$ cat src/rtl/sha256_thread_sched.sv
// -----------------------------------------------------------------------------
// sha256_thread_sched
//
// Thread scheduler for the SHA-256 crypt engine. Tracks which of the
// 2*N_CORES threads are ready and which cores are occupied. Issues ready
// threads to free cores by walking the engine's fixed interleaved order:
// the core number increments, and the sequence bit toggles when the core
// number wraps around. For N_CORES=3 the order is 0,2,4,1,3,5.
//
// Thread number encoding: {core_num, seq_num}, with seq in the LSB.
//
// Ports
//   CLK         clock; all state changes on the rising edge
//   RST         asynchronous active-high reset
//   ready_set   pulse; bit t marks thread t ready
//   core_done   pulse; bit c frees core c
//   out_valid   an issued thread is presented on out_thread
//   out_thread  issued thread number
//   out_rd      consumer takes out_thread this cycle (when out_valid=1)
//   ready_mask  current ready bits
//   core_busy   current busy bits
//   idle        nothing ready, nothing busy, nothing presented
// -----------------------------------------------------------------------------
module sha256_thread_sched #(
    parameter int N_CORES   = 3,
    parameter int N_THREADS = 2 * N_CORES,
    parameter int TW        = $clog2(N_THREADS)
) (
    input  logic                 CLK,
    input  logic                 RST,
    input  logic [N_THREADS-1:0] ready_set,
    input  logic [N_CORES-1:0]   core_done,
    output logic                 out_valid,
    output logic [TW-1:0]        out_thread,
    input  logic                 out_rd,
    output logic [N_THREADS-1:0] ready_mask,
    output logic [N_CORES-1:0]   core_busy,
    output logic                 idle
);

    // Width of the core-number field inside a thread number.
    localparam int CW = TW - 1;

    logic [N_THREADS-1:0] ready_reg;
    logic [N_THREADS-1:0] ready_next;
    logic [N_CORES-1:0]   busy_reg;
    logic [N_CORES-1:0]   busy_next;
    logic [TW-1:0]        ptr_reg;
    logic [TW-1:0]        ptr_next;
    logic                 out_valid_reg;
    logic [TW-1:0]        out_thread_reg;

    logic [CW-1:0]        ptr_core;
    logic                 ptr_seq;
    logic [N_THREADS-1:0] thread_hit;
    logic [N_CORES-1:0]   core_hit;
    logic                 slot_free;
    logic                 issue;

    assign ptr_core = ptr_reg[TW-1:1];
    assign ptr_seq  = ptr_reg[0];

    // One-hot decode of the pointer into thread and core selects.
    genvar gi;
    generate
        for (gi = 0; gi < N_THREADS; gi = gi + 1) begin : g_thread_hit
            assign thread_hit[gi] = (ptr_reg == TW'(gi));
        end
        for (gi = 0; gi < N_CORES; gi = gi + 1) begin : g_core_hit
            assign core_hit[gi] = (ptr_core == CW'(gi));
        end
    endgenerate

    // The output slot can take a new thread when empty or being drained.
    assign slot_free = ~out_valid_reg | out_rd;

    // Decisions look only at registered ready/busy state.
    assign issue = slot_free
                 & (|(ready_reg & thread_hit))
                 & ~(|(busy_reg & core_hit));

    // Fixed interleaved order: step the core, toggle seq on core wrap.
    always_comb begin
        ptr_next = ptr_reg;
        if (ptr_core == CW'(N_CORES - 1)) begin
            ptr_next = {CW'(0), ~ptr_seq};
        end else begin
            ptr_next = {ptr_core + CW'(1), ptr_seq};
        end
    end

    // A set pulse on the thread being issued wins over the issue clear.
    assign ready_next = (ready_reg & ~(thread_hit & {N_THREADS{issue}})) | ready_set;

    // Issue never targets a busy core, so done and issue of one core cannot meet.
    assign busy_next = (busy_reg & ~core_done) | (core_hit & {N_CORES{issue}});

    always_ff @(posedge CLK or posedge RST) begin
        if (RST) begin
            ready_reg      <= '0;
            busy_reg       <= '0;
            ptr_reg        <= '0;
            out_valid_reg  <= 1'b0;
            out_thread_reg <= '0;
        end else begin
            ready_reg <= ready_next;
            busy_reg  <= busy_next;
            // While the presented thread is stalled, the pointer and the
            // output hold so the rotation resumes exactly where it stopped.
            if (slot_free) begin
                ptr_reg       <= ptr_next;
                out_valid_reg <= issue;
                if (issue) begin
                    out_thread_reg <= ptr_reg;
                end
            end
        end
    end

    assign out_valid  = out_valid_reg;
    assign out_thread = out_thread_reg;
    assign ready_mask = ready_reg;
    assign core_busy  = busy_reg;
    assign idle       = ~(|ready_reg) & ~(|busy_reg) & ~out_valid_reg;

endmodule
$ cat config.mk
export PLATFORM = sky130hd
export DESIGN_NAME = sha256_thread_sched
export DESIGN_NICKNAME = d
export VERILOG_FILES = /design/src/rtl/sha256_thread_sched.sv
export SDC_FILE = /design/constraint.sdc
export NUM_CORES = 1
export LEC_CHECK = 0
export CAP_MARGIN = 0
export CORE_MARGIN = 8
export CORE_UTILIZATION = 35
export CTS_CLUSTER_SIZE = 14
export DETAILED_ROUTE_END_ITERATION = 6
export GPL_TIMING_DRIVEN = 0
export PLACE_DENSITY = 0.65
export SLEW_MARGIN = 20
export SYNTH_ARGS = -nofsm -noshare
export SYNTH_HDL_FRONTEND = slang
export SYNTH_SLANG_ARGS = --single-unit
$ cat constraint.sdc
create_clock -name CLK -period 1.5 [get_ports CLK]
set_input_delay 0.3 -clock CLK [delete_from_list [all_inputs] [get_ports CLK]]
set_output_delay 0.3 -clock CLK [all_outputs]
set_load 0.01 [all_outputs]
* After elaboration in Yosys (flattened, before gate mapping) *
Index checks and enable logic that the tools add are counted.

word-level totals
  register bits = 16
  input port bits = 12
  logic and storage cells = 43

operators by class
  add/sub/neg operators = 1
  equal/unequal tests = 7
  multiplexer cells = 1
  bitwise operators = 20
  reductions and logical operators = 8

operators with widths
  cell                                                                   number
  6-bit bitwise AND                                                      3
  6-bit OR reduction                                                     2
  3-bit bitwise AND                                                      3
  3-bit by 2-bit equality test with 1-bit output, second input constant  2
  3-bit equality test, second input constant                             2
  6-bit inverter                                                         1
  6-bit OR                                                               1
  3-bit OR reduction                                                     2
  1-bit inverter                                                         5
  1-bit bitwise AND                                                      4
  2-bit AND reduction                                                    2
  3-bit by 1-bit equality test with 1-bit output, second input constant  1
  3-bit zero test                                                        1
  3-bit 2-to-1 mux                                                       1
  3-bit inverter                                                         1
  3-bit OR                                                               1
  2-bit by 1-bit adder with 2-bit output, second input constant          1
  2-bit by 1-bit equality test with 1-bit output, second input constant  1
  2-bit equality test, second input constant                             1
  2-bit zero test                                                        1
  1-bit OR                                                               1

* Longest topological paths before layout *
Gate-level depths: netlist of the first run.

  depth after elaboration = 9
  mapped depth = 7
  depth with buffers taken out = 5

* Worst setup path after synthesis of the first run *
No wires, ideal clock.

  path kind = flip-flop to output port
  start point = register ready_reg[3] (netlist: ready_mask[3])
  end point = output idle
  arrival time = 1.347 ns
  required time = 1.200 ns
  setup slack = -0.147 ns
  cell stages (with the launch flop) = 3
  buffers on the path = 0
  path through = dfrtp_1 or4_1 nor4_1

between the ends
  cells in the longest elaborated chain, start to end = 4

RTL lines
  what                             line  RTL
  start, declared                  44    logic [N_THREADS-1:0] ready_reg;
  start signal, assigned           106   ready_reg <= ready_next;
  6-bit OR reduction               124   assign idle = ~(|ready_reg) & ~(|busy_reg) & ~out_valid_reg;
  1-bit inverter                   124
  1-bit bitwise AND (2 in series)  124
  end, declared                    38    output logic idle

Every way passes these cells.

* Final worst setup path of the first run *
  start point = register ready_reg[2] (netlist: ready_mask[2])
  end point = output idle

The elaborated chain is that of the path after synthesis.

==> results of run 1 <==
placed cells by master, fill, tap and decap left out, types with 2 or more instances in the layout:
cell             count
a21o_1               2
buf_4               17
buf_6                9
clkbuf_4             3
clkdlybuf4s50_1     11
dfrtp_1             14
dfrtp_2              2
dlygate4sd2_1       10
dlymetal6s2s_1       3
inv_1                5
mux2i_1              3
nand2_1              3
nand2_2              3
nand2b_1             8
nand2b_4             2
o21ai_2              2
o22ai_1              2
o31ai_4              4
or4_4                3
report_power, final:
part,switching (mW),internal (mW),total (mW)
Sequential,0.117,0.597,0.714
Combinational,1.01,1.14,2.15
Clock,0.143,0.148,0.291
Total,1.27,1.89,3.16
cell usage after synthesis:
cell type and number:
o21a_1 1, inv_2 1, nand2_1 6, or4_2 1
xnor2_1 1, o41ai_1 1, a31oi_2 1, o22ai_1 3
nor2b_1 1, dfrtp_1 16, nand4_1 1, buf_6 3
nor4_1 1, o31ai_1 5, nand2b_4 1, o21ai_0 4
a211oi_1 1, a21o_1 2, inv_1 5, mux2i_1 3
buf_4 1, nand3b_1 1, a21oi_1 1, nor2_4 1
nor3_1 2, or4_1 2, nand2b_1 9, mux2_4 1
critical path, cell delays in order (launching register included):
cell	delay (ps)
dfrtp_1	400
or4_4	550
nor4_4	240
buf_2	180
worst max-delay path by stage:
stage                                        from                         to  slack, ps  depth (start not counted)
after floorplan            ptr_reg[2]$_DFFE_PP0P_  out_thread[0]$_DFFE_PP0P_        -40                          7
after global placement      out_valid$_DFFE_PP0P_                       idle       -560                          3
after detailed placement    out_valid$_DFFE_PP0P_                       idle       -560                          3
after CTS                 ready_mask[0]$_DFF_PP0_                       idle       -440                          3
after global routing      ready_mask[2]$_DFF_PP0_                       idle       -490                          3
final                     ready_mask[2]$_DFF_PP0_                       idle       -450                          3
logic make-up after synthesis:
kind of cell / share of synthesized area (%)
xor+xnor: 1.075
mux: 5.530
flops: 49.15
compound gates: 16.28
simple gates: 20.12
buf+inv: 7.834
area by class of cell:
| class | instances | area, µm² | area share [%] |
|---|---|---|---|
| Timing Repair Buffer | 48 | 442.9 | 30.31 |
| Clock buffer | 4 | 36.28 | 2.483 |
| Sequential cell | 16 | 402.9 | 27.57 |
| Inverter | 6 | 22.52 | 1.541 |
| Buffer | 4 | 41.29 | 2.825 |
| Tap cell | 28 | 35.03 | 2.397 |
| Multi-Input combinational cell | 50 | 480.5 | 32.88 |
metrics by stage:
step | hold slack (ps) | power, mW | worst slack [ps]
2_1_floorplan | 213.7 | 1.578 | -42.96
3_3_place_gp | 488.5 | 2.014 | -562.2
3_5_place_dp | 504.3 | 2.026 | -556.1
4_1_cts | 389.8 | 2.621 | -435.2
5_1_grt | 421.4 | 3.340 | -490.1
6_report | 376.3 | 3.158 | -448.4
layer usage:
layer	vias to the layer above	share of wire [%]
li1	377	-
met1	376	42
met2	21	52
met3	6	4.5
met4	0	1.6
met5	-	0
what timing repair did:
| action | CTS | global route |
|---|---|---|
| pin swaps | 2 | 9 |
| cloned | 0 | 0 |
| gates resized for setup | 32 | 19 |
| buffers inserted | 12 | 12 |
| setup endpoints to repair | 20 | 17 |
==> metrics.csv, run 1 <==
stage,metric,value,unit
timing,crit path time final,1948,ps
synth,cell count after synthesis,76,
synth,library cells used by synthesis,28,
routing,Initial DRT Pass Iterations,4,
timing,worst setup margin,-448.4,ps
synth,syn_area_per_cell,10.72,µm²
clocking,clk buf depth,2,
timing,actual slew at the worst max-slew pin,622.8,ps
status,failing checks,setup timing,
setup_path,crit path kind,reg -> out,
clocking,insertion delay to the later sink of the worst-skew pair,290,ps
grt,first-pass GRT wire length,3.822,mm
setup_path,crit-path max FO,2,
final_layout,Util after Layout,66.06,%
synth,Synthesized Nets,88,
grt,vias in the first global route,839,
placement,DPL Wire Length,1.482,mm
min_path,worst hold path class,in -> async,
grt,Most Crowded Layer GR,met2,
floorplanning,initial core utilization,36.82,%
setup_path,WP data required,1200,ps
grt,initial antenna violation count,0,
setup_path,critical path arrival,1650,ps
routing,drt initial violations,7,
synth,top-area cell type share of the netlist area,49.16,%
timing,Max Slew Vio Count,0,
floorplanning,Die Wd,64.24,µm
synth,cell area after synthesis,814.5,µm²
routing,drt total wl,2.560,mm
clocking,CTS sink count,16,
timing,Fin Setup TNS,-1382,ps
routing,Routed Antenna Nets,0,
grt,Global Route met2 Usage,19.88,%
routing,DRC Markers,0,
placement,port bufs,25,
final_layout,layout cell share with drive strength beyond 1,45.31,%
placement,placed cell count,129,
setup_path,crit start category,flop,
grt,global route overflow,0,
timing,setup violators final,12,
routing,routed vias,780,
final_layout,design area,0.001461,mm²
floorplanning,Core Box Area,0.002212,mm²
floorplanning,row count,17,
final_layout,area grow syn2layout,79.42,%
timing,fin crit share,129.9,%
power,power per standard cell area,2161,mW/mm²
clocking,Worst-path clk slew,90,ps
final_layout,max reg flops,6,
clocking,# hold bufs at CTS,0,
placement,Post-Place Cell Area,0.001119,mm²
setup_path,r2r setup slk,-160,ps
placement,GPL Wtd Cong,0.8201,
routing,routed vias/inst,5.000,
routing,drt wl/cell,16.41,µm
final_layout,Finished Layout Cells,156,
setup_path,launching point of the worst reg2reg path,ptr_reg[2]$_DFFE_PP0P_,
floorplanning,area of the die,0.004127,mm²
timing,fmax,513.2,MHz
floorplanning,Die Ht,64.24,µm
timing,Worst Skew,3.113,ps
final_layout,# diodes,0,
final_layout,Fillers,178,
timing,Worst slew margin,58.44,%
grt,total global routing track utilization,11.40,%
synth,largest cells by area after synthesis,"dfrtp_1 49%, nand2b_1 6.9%, o31ai_1 4.6%",
synth,synth warn,0,
synth,cell taking the most area after synthesis,dfrtp_1,
floorplanning,# IOs,26,
clocking,CTS tree,built,
final_layout,# nets final,141,
clocking,H-tree depth,1,
setup_path,R2R depth,8,
setup_path,CP endpoint kind,primary output,
synth,sequential element share of the synthesized area,49.16,%
flow_run,max_cap viols,0,
synth,Yosys reg bits,16,
clocking,CTS buffer count,3,
grt,largest net degree at the start of global routing,17,
clocking,CTS Root Buffer Type,clkbuf_4,
grt,M1 GR Usage,12.95,%
setup_path,Reg2Reg Capture Point,ready_mask[1]$_DFF_PP0_,
timing,Hold Fails Final Rpt,0,
power,P_leak,0.6484,nW
status,status,finished with violations,
grt,met3 usage,2.613,%
power,Peak VDD IR,0.001370,V
timing,RSZ-0062 raised after global routing,true,
Power figures use the tool's default switching activity.
==> run 2, diff against run 1 <==
- CAP_MARGIN: 0 -> not set
==> results of run 2 <==
No change in the layout: final DEF, timing and power equal those of run 1.
